### src/rtl/dcache_pkg.sv
// Address split, line packing and engine state shared by the data cache
// and its line-transfer engine.
package dcache_pkg;

    localparam int ADDR_W  = 17;
    localparam int DATA_W  = 32;
    localparam int WORDS   = 16;
    localparam int OFF_W   = $clog2(WORDS);
    localparam int TAG_W   = 3;
    localparam int IDX_W   = 10;
    localparam int LADDR_W = TAG_W + IDX_W;

    typedef enum logic [2:0] {
        IDLE,
        WR,
        RD_ISSUE,
        RD_DRAIN,
        RESP
    } state_e;

    typedef logic [WORDS-1:0][DATA_W-1:0] line_t;
    typedef logic [OFF_W-1:0]             beat_t;
    typedef logic [LADDR_W-1:0]           laddr_t;

endpackage

### src/rtl/dcache_mem_ctrl_if.sv
// Cache-side line handshake plus the word-wide memory port.
interface dcache_mem_ctrl_if;
    import dcache_pkg::*;

    logic              req_valid;
    logic              req_ready;
    logic              req_wr;
    laddr_t            req_laddr;
    line_t             req_wline;
    logic              resp_valid;
    logic              resp_ready;
    line_t             resp_rline;
    logic              mem_en;
    logic              mem_we;
    logic [ADDR_W-1:0] mem_addr;
    logic [DATA_W-1:0] mem_wdata;
    logic [DATA_W-1:0] mem_rdata;

    modport master (
        output req_valid, req_wr, req_laddr, req_wline,
        output resp_ready, mem_rdata,
        input  req_ready, resp_valid, resp_rline,
        input  mem_en, mem_we, mem_addr, mem_wdata
    );

    modport slave (
        input  req_valid, req_wr, req_laddr, req_wline,
        input  resp_ready, mem_rdata,
        output req_ready, resp_valid, resp_rline,
        output mem_en, mem_we, mem_addr, mem_wdata
    );

endinterface

### src/rtl/dcache_rd_lat_pipe.sv
// Valid shift register tracking outstanding reads; its output marks the
// cycle in which mem_rdata belongs to the oldest issued read.
module dcache_rd_lat_pipe #(
    parameter int DEPTH = 2
) (
    input  logic clk,
    input  logic rst_n,
    input  logic push_i,
    output logic valid_o
);

    logic [DEPTH-1:0] pipe_q, pipe_d;

    always_comb begin
        pipe_d    = pipe_q;
        pipe_d[0] = push_i;
        for (int i = 1; i < DEPTH; i++) begin
            pipe_d[i] = pipe_q[i-1];
        end
    end

    always_ff @(posedge clk) begin
        if (!rst_n) begin
            pipe_q <= '0;
        end else begin
            pipe_q <= pipe_d;
        end
    end

    assign valid_o = pipe_q[DEPTH-1];

endmodule

### src/rtl/dcache_mem_ctrl.sv
// Line-transfer engine: serialises one cache line request into WORDS
// single-word memory accesses and reassembles fills.
module dcache_mem_ctrl
    import dcache_pkg::*;
#(
    parameter int MEM_RD_LAT = 2
) (
    input  logic             clk,
    input  logic             rst_n,
    dcache_mem_ctrl_if.slave bus
);

    state_e            state_q, state_d;
    beat_t             beat_q, beat_d;
    beat_t             cap_q, cap_d;
    beat_t             beat_nx;
    laddr_t            laddr_q, laddr_d;
    line_t             wline_q, wline_d;
    line_t             rline_q, rline_d;
    logic              req_ready_q, req_ready_d;
    logic              resp_valid_q, resp_valid_d;
    logic              mem_en_q, mem_en_d;
    logic              mem_we_q, mem_we_d;
    logic [ADDR_W-1:0] mem_addr_q, mem_addr_d;
    logic [DATA_W-1:0] mem_wdata_q, mem_wdata_d;
    logic              rd_vld;

    dcache_rd_lat_pipe #(
        .DEPTH (MEM_RD_LAT)
    ) u_rd_pipe (
        .clk     (clk),
        .rst_n   (rst_n),
        .push_i  (mem_en_q & ~mem_we_q),
        .valid_o (rd_vld)
    );

    assign beat_nx = beat_q + beat_t'(1);

    always_comb begin
        state_d      = state_q;
        beat_d       = beat_q;
        cap_d        = cap_q;
        laddr_d      = laddr_q;
        wline_d      = wline_q;
        rline_d      = rline_q;
        req_ready_d  = req_ready_q;
        resp_valid_d = resp_valid_q;
        mem_en_d     = 1'b0;
        mem_we_d     = 1'b0;
        mem_addr_d   = mem_addr_q;
        mem_wdata_d  = mem_wdata_q;

        // Returned words arrive in issue order, so a running index suffices.
        if (rd_vld && (state_q == RD_ISSUE || state_q == RD_DRAIN)) begin
            rline_d[cap_q] = bus.mem_rdata;
            cap_d          = cap_q + beat_t'(1);
        end

        unique case (state_q)
            IDLE: begin
                if (bus.req_valid && req_ready_q) begin
                    laddr_d     = bus.req_laddr;
                    wline_d     = bus.req_wline;
                    req_ready_d = 1'b0;
                    beat_d      = '0;
                    cap_d       = '0;
                    mem_en_d    = 1'b1;
                    mem_we_d    = bus.req_wr;
                    mem_addr_d  = {bus.req_laddr, beat_t'(0)};
                    mem_wdata_d = bus.req_wr ? bus.req_wline[0] : '0;
                    state_d     = bus.req_wr ? WR : RD_ISSUE;
                end
            end
            WR, RD_ISSUE: begin
                if (beat_q == beat_t'(WORDS - 1)) begin
                    if (state_q == WR) begin
                        state_d      = RESP;
                        resp_valid_d = 1'b1;
                    end else begin
                        state_d = RD_DRAIN;
                    end
                end else begin
                    beat_d     = beat_nx;
                    mem_en_d   = 1'b1;
                    mem_we_d   = (state_q == WR);
                    mem_addr_d = {laddr_q, beat_nx};
                    if (state_q == WR) begin
                        mem_wdata_d = wline_q[beat_nx];
                    end
                end
            end
            RD_DRAIN: begin
                if (rd_vld && cap_q == beat_t'(WORDS - 1)) begin
                    state_d      = RESP;
                    resp_valid_d = 1'b1;
                end
            end
            RESP: begin
                if (bus.resp_ready) begin
                    state_d      = IDLE;
                    resp_valid_d = 1'b0;
                    req_ready_d  = 1'b1;
                end
            end
            default: state_d = IDLE;
        endcase
    end

    always_ff @(posedge clk) begin
        if (!rst_n) begin
            state_q      <= IDLE;
            beat_q       <= '0;
            cap_q        <= '0;
            laddr_q      <= '0;
            wline_q      <= '0;
            rline_q      <= '0;
            req_ready_q  <= 1'b1;
            resp_valid_q <= 1'b0;
            mem_en_q     <= 1'b0;
            mem_we_q     <= 1'b0;
            mem_addr_q   <= '0;
            mem_wdata_q  <= '0;
        end else begin
            state_q      <= state_d;
            beat_q       <= beat_d;
            cap_q        <= cap_d;
            laddr_q      <= laddr_d;
            wline_q      <= wline_d;
            rline_q      <= rline_d;
            req_ready_q  <= req_ready_d;
            resp_valid_q <= resp_valid_d;
            mem_en_q     <= mem_en_d;
            mem_we_q     <= mem_we_d;
            mem_addr_q   <= mem_addr_d;
            mem_wdata_q  <= mem_wdata_d;
        end
    end

    assign bus.req_ready  = req_ready_q;
    assign bus.resp_valid = resp_valid_q;
    assign bus.resp_rline = rline_q;
    assign bus.mem_en     = mem_en_q;
    assign bus.mem_we     = mem_we_q;
    assign bus.mem_addr   = mem_addr_q;
    assign bus.mem_wdata  = mem_wdata_q;

endmodule

### src/flat_wrapper.sv
// flat-port wrapper written by rule: the top's interface ports become plain ports
module dcache_mem_ctrl_flat import dcache_pkg::*;
#(
    parameter int MEM_RD_LAT = 2
)
  (clk, rst_n, bus_req_valid, bus_req_wr, bus_req_laddr, bus_req_wline, bus_resp_ready, bus_mem_rdata, bus_req_ready, bus_resp_valid, bus_resp_rline, bus_mem_en, bus_mem_we, bus_mem_addr, bus_mem_wdata);
  dcache_mem_ctrl_if bus_i ();
  input  logic clk;
  input  logic rst_n;
  input wire logic [$bits(bus_i.req_valid)-1:0] bus_req_valid;
  input wire logic [$bits(bus_i.req_wr)-1:0] bus_req_wr;
  input wire logic [$bits(bus_i.req_laddr)-1:0] bus_req_laddr;
  input wire logic [$bits(bus_i.req_wline)-1:0] bus_req_wline;
  input wire logic [$bits(bus_i.resp_ready)-1:0] bus_resp_ready;
  input wire logic [$bits(bus_i.mem_rdata)-1:0] bus_mem_rdata;
  output wire logic [$bits(bus_i.req_ready)-1:0] bus_req_ready;
  output wire logic [$bits(bus_i.resp_valid)-1:0] bus_resp_valid;
  output wire logic [$bits(bus_i.resp_rline)-1:0] bus_resp_rline;
  output wire logic [$bits(bus_i.mem_en)-1:0] bus_mem_en;
  output wire logic [$bits(bus_i.mem_we)-1:0] bus_mem_we;
  output wire logic [$bits(bus_i.mem_addr)-1:0] bus_mem_addr;
  output wire logic [$bits(bus_i.mem_wdata)-1:0] bus_mem_wdata;
  assign bus_i.req_valid = bus_req_valid;
  assign bus_i.req_wr = bus_req_wr;
  assign bus_i.req_laddr = bus_req_laddr;
  assign bus_i.req_wline = bus_req_wline;
  assign bus_i.resp_ready = bus_resp_ready;
  assign bus_i.mem_rdata = bus_mem_rdata;
  assign bus_req_ready = bus_i.req_ready;
  assign bus_resp_valid = bus_i.resp_valid;
  assign bus_resp_rline = bus_i.resp_rline;
  assign bus_mem_en = bus_i.mem_en;
  assign bus_mem_we = bus_i.mem_we;
  assign bus_mem_addr = bus_i.mem_addr;
  assign bus_mem_wdata = bus_i.mem_wdata;
  dcache_mem_ctrl #(.MEM_RD_LAT(MEM_RD_LAT)) u_core (.clk(clk), .rst_n(rst_n), .bus(bus_i));
endmodule
### config.mk
export PLATFORM = sky130hd
export DESIGN_NAME = dcache_mem_ctrl_flat
export DESIGN_NICKNAME = d
export VERILOG_FILES = /design/src/rtl/dcache_pkg.sv /design/src/rtl/dcache_mem_ctrl_if.sv /design/src/rtl/dcache_rd_lat_pipe.sv /design/src/rtl/dcache_mem_ctrl.sv /design/src/flat_wrapper.sv
export SDC_FILE = /design/constraint.sdc
export NUM_CORES = 2
export LEC_CHECK = 0
export ABC_AREA = 1
export CORE_AREA = 5 5 437 439
export CTS_BUF_LIST = sky130_fd_sc_hd__clkbuf_4 sky130_fd_sc_hd__clkbuf_8
export DETAILED_ROUTE_END_ITERATION = 16
export DIE_AREA = 0 0 442 444
export DONT_BUFFER_PORTS = 1
export PLACE_DENSITY_LB_ADDON = 0.05
export SETUP_SLACK_MARGIN = 0.2
export SLEW_MARGIN = 25
export SYNTH_ARGS = -nofsm -noshare
export SYNTH_HDL_FRONTEND = slang
export SYNTH_SLANG_ARGS = --single-unit
### constraint.sdc
create_clock -name clk -period 2.67 [get_ports clk]
set_clock_uncertainty 0.2 [all_clocks]
set_input_delay 0.267 -clock clk [delete_from_list [all_inputs] [get_ports clk]]
set_output_delay 0.267 -clock clk [all_outputs]
set_load 0.02 [all_outputs]
==> qor.yml <==
cts_made_buffers: 213
cts.sinks: 1099
fin_tns_setup_ns: 0
dp_cells: 8272
area_growth_pct: 46.8
grt_usage_pct: 23.5
h-tree-depth: 4
post-route-period-util_pct: 92.0
ys.warnings.count: 0
row_count: 159
coreArea_um2: 187000
p_leak_nw: 25.4
whs_ns: 0.00797
die_h_um: 444
viasPerCell: 4.59
yosysSeqAreaShare_pct: 50.5
grt_max_degree: 1091
status: "completed"
ys_top_cells_by_area: "dfxtp_1, o21ai_0, nor2_1, a21oi_1, nand2_1"
via_count: 45300
crit_path_end_kind: "flop"
syn-num-nets: 6645
fillers: 19800
drv_cap: 0
clock_latency_ns: 0.97
crit_fanout: 26
die-area_um2: 196000
syn_avg_cell_area_um2: 7.17
grt_pass1_vias: 41700
crit_top_cell: "nand3_1"
cp_slowest_cell: "dfxtp_4"
antenna_left: 0
crit_path_start_kind: "flop"
slowest_delay_ns: 0.44
io-pin-count: 1127
cts_tree: "yes"
avgRoutedWirePerCell_um: 25.6
stdcell_count: 9853
clk_pin_slew_worst_paths_ns: 0.07
antenna_found_initial: 41
gp_congestion: 0.810
clock_path_buffers: 3
syn_inst: 6078
setup_violations: 0
grt_first_pass_wirelength_um: 334000
path_cells: "ha_4, inv_8, buf_12, nand3_1, nand3_1, nand3_1, nand2_1, nand2_1, a21oi_1"
fin_crit_ns: 2.46
rsz0062_at_grt: "true"
root_buffer: "clkbuf_8"
peakVddDrop_mv: 0.531
relSlewSlack_pct: 31.5
final_max_slew_viol_count: 0
die_w_um: 442
drc_errors: 0
hpwl_um: 167000
drt_first_pass_iters: 6
nNetsFinal: 7737
synth_cell_types: 25
io_buffers: 0
post-route-util_pct: 34.2
layout-drive-gt1-share_pct: 9.10
drt-total-wl_um: 252000
grt.overflow.total: 0
tightest_slew_ns: 1.02
yosysTopAreaCellShare_pct: 50.5
yosys.area.top_type: "dfxtp_1"
ys_seq_elements: 1099
crit_arrival_ns: 3.13
hold_path_class: "in2reg"
power.density_nw_per_um2: 923
fmax_mhz: 407
start_util_pct: 23.3
path_class: "reg2reg"
synthesis.area_um2: 43600
drtIter0Drc: 2790
critPathRequiredTime_ns: 3.34
hold_violations: 0
sequential cells by signal, indices dropped and copies added (netlist names):
name	cells
u_core.cap_q	4
u_core.bus.mem_wdata	32
u_core.bus.resp_valid	1
u_core.laddr_q	13
u_core.wline_q	512
u_core.state_q	3
u_core.u_rd_pipe.pipe_q	2
u_core.bus.mem_we	1
u_core.bus.req_ready	1
u_core.bus.mem_en	1
u_core.bus.mem_addr	14
u_core.bus.resp_rline	512
u_core.beat_q	3
metal layers:
layer	part of all wire, %	GRT usage [%]	vias up
met4	3.8	7.53	6
met1	39	25.8	21600
met2	52	43.9	1422
met3	5.8	6.04	457
li1	-	-	21800
met5	0.016	0	-
through the flow:
step	setup slack, ns	power, mW	area (um2)
after global routing	0.160	62.5	64000
after global placement	0.0371	37.9	46800
after CTS	0.166	58.3	58700
final	0.214	59.0	64000
after floorplan	0.578	30.9	43600
after detailed placement	0.0198	38.0	46800
worst paths after layout:
kind | slack [ns] | cells past startpoint | end | startpoint
worst max-delay path | 0.21 | 9 | u_core.bus.mem_wdata[20] | u_core.beat_q[0]
worst min-delay path | 0.008 | 3 | u_core.wline_q[87] | bus_req_wline[87]
worst max register to register | 0.21 | 9 | u_core.bus.mem_wdata[20] | u_core.beat_q[0]
worst min register to register | 0.25 | 2 | u_core.wline_q[375] | u_core.wline_q[375]
Yosys cell counts, drive strengths merged:
cell,n
clkinv,1
nand2,707
inv,585
dfxtp,1099
a21oi,583
xor2,4
a31oi,13
and2,1
clkbuf,365
nor4,1
a211oi,1
nor3,1
ha,5
xnor2,2
o21ai,1054
nand4,2
buf,122
a21boi,1
nor2,1070
nand3,461
cell type report:
type | instances | area [um2] | area share [%]
inverter | 586 | 2220 | 3.47
multi-input combinational | 3907 | 17600 | 27.5
timing repair buffer | 1363 | 14400 | 22.5
tap | 2495 | 3120 | 4.88
sequential | 1099 | 22000 | 34.4
clock buffer | 355 | 4320 | 6.75
clock inverter | 28 | 263 | 0.411
antenna | 20 | 50.0 | 0.0782
worst max-delay path: cells and delay by family (launching register included):
| kind | cells | cell delay (ns) |
|---|---|---|
| compound gates | 1 | 0.14 |
| fa+ha+maj | 1 | 0.27 |
| buf+inv | 2 | 0.32 |
| flops | 1 | 0.44 |
| simple gates | 5 | 0.97 |
cell usage in the layout (no fill, tap or decap), types with 3 or more instances in the layout:
cell / instances
nand3_2: 16
clkbuf_8: 264
nor2_1: 1066
buf_6: 5
clkinv_2: 13
diode_2: 20
nor2_4: 3
buf_4: 141
inv_6: 5
buf_16: 15
inv_1: 577
inv_8: 5
a31oi_1: 13
a21oi_1: 582
clkbuf_4: 91
dlygate4sd3_1: 1121
clkinvlp_4: 3
nand2_1: 702
ha_1: 4
nand2_2: 3
dfxtp_1: 1097
clkbuf_16: 7
o21ai_0: 1053
inv_2: 6
nand3_1: 445
buf_12: 72
repair_timing:
item	4_1_cts	5_1_grt
setup endpoints to repair	8	163
cloned	1	7
resized for setup	8	35
hold buffers	698	462
hold endpoints to repair	1099	598
setup buffers	0	5
pin swaps	1	3
kinds of logic (layout without fill, tap and decap cells):
| logic type | after synthesis | in the layout | synth area share (%) |
|---|---|---|---|
| AO/OA/AOI/OAI | 1652 | 1652 | 19.0 |
| XOR/XNOR | 6 | 6 | 0.121 |
| adder cells (fa/ha/maj) | 5 | 5 | 0.144 |
| buffers and inverters | 1073 | 2332 | 9.54 |
| flip-flops | 1099 | 1099 | 50.5 |
| other | 0 | 20 | 0 |
| AND/OR/NAND/NOR | 2243 | 2244 | 20.7 |
where the power goes:
group          switching, mW  internal, mW  total [mW]  leakage, nW
registers               1.49          19.1        20.6         8.97
clock network           7.98          10.3        18.3         2.45
logic                   13.5          6.63        20.1         14.0
(Power assumes the default switching activity.)
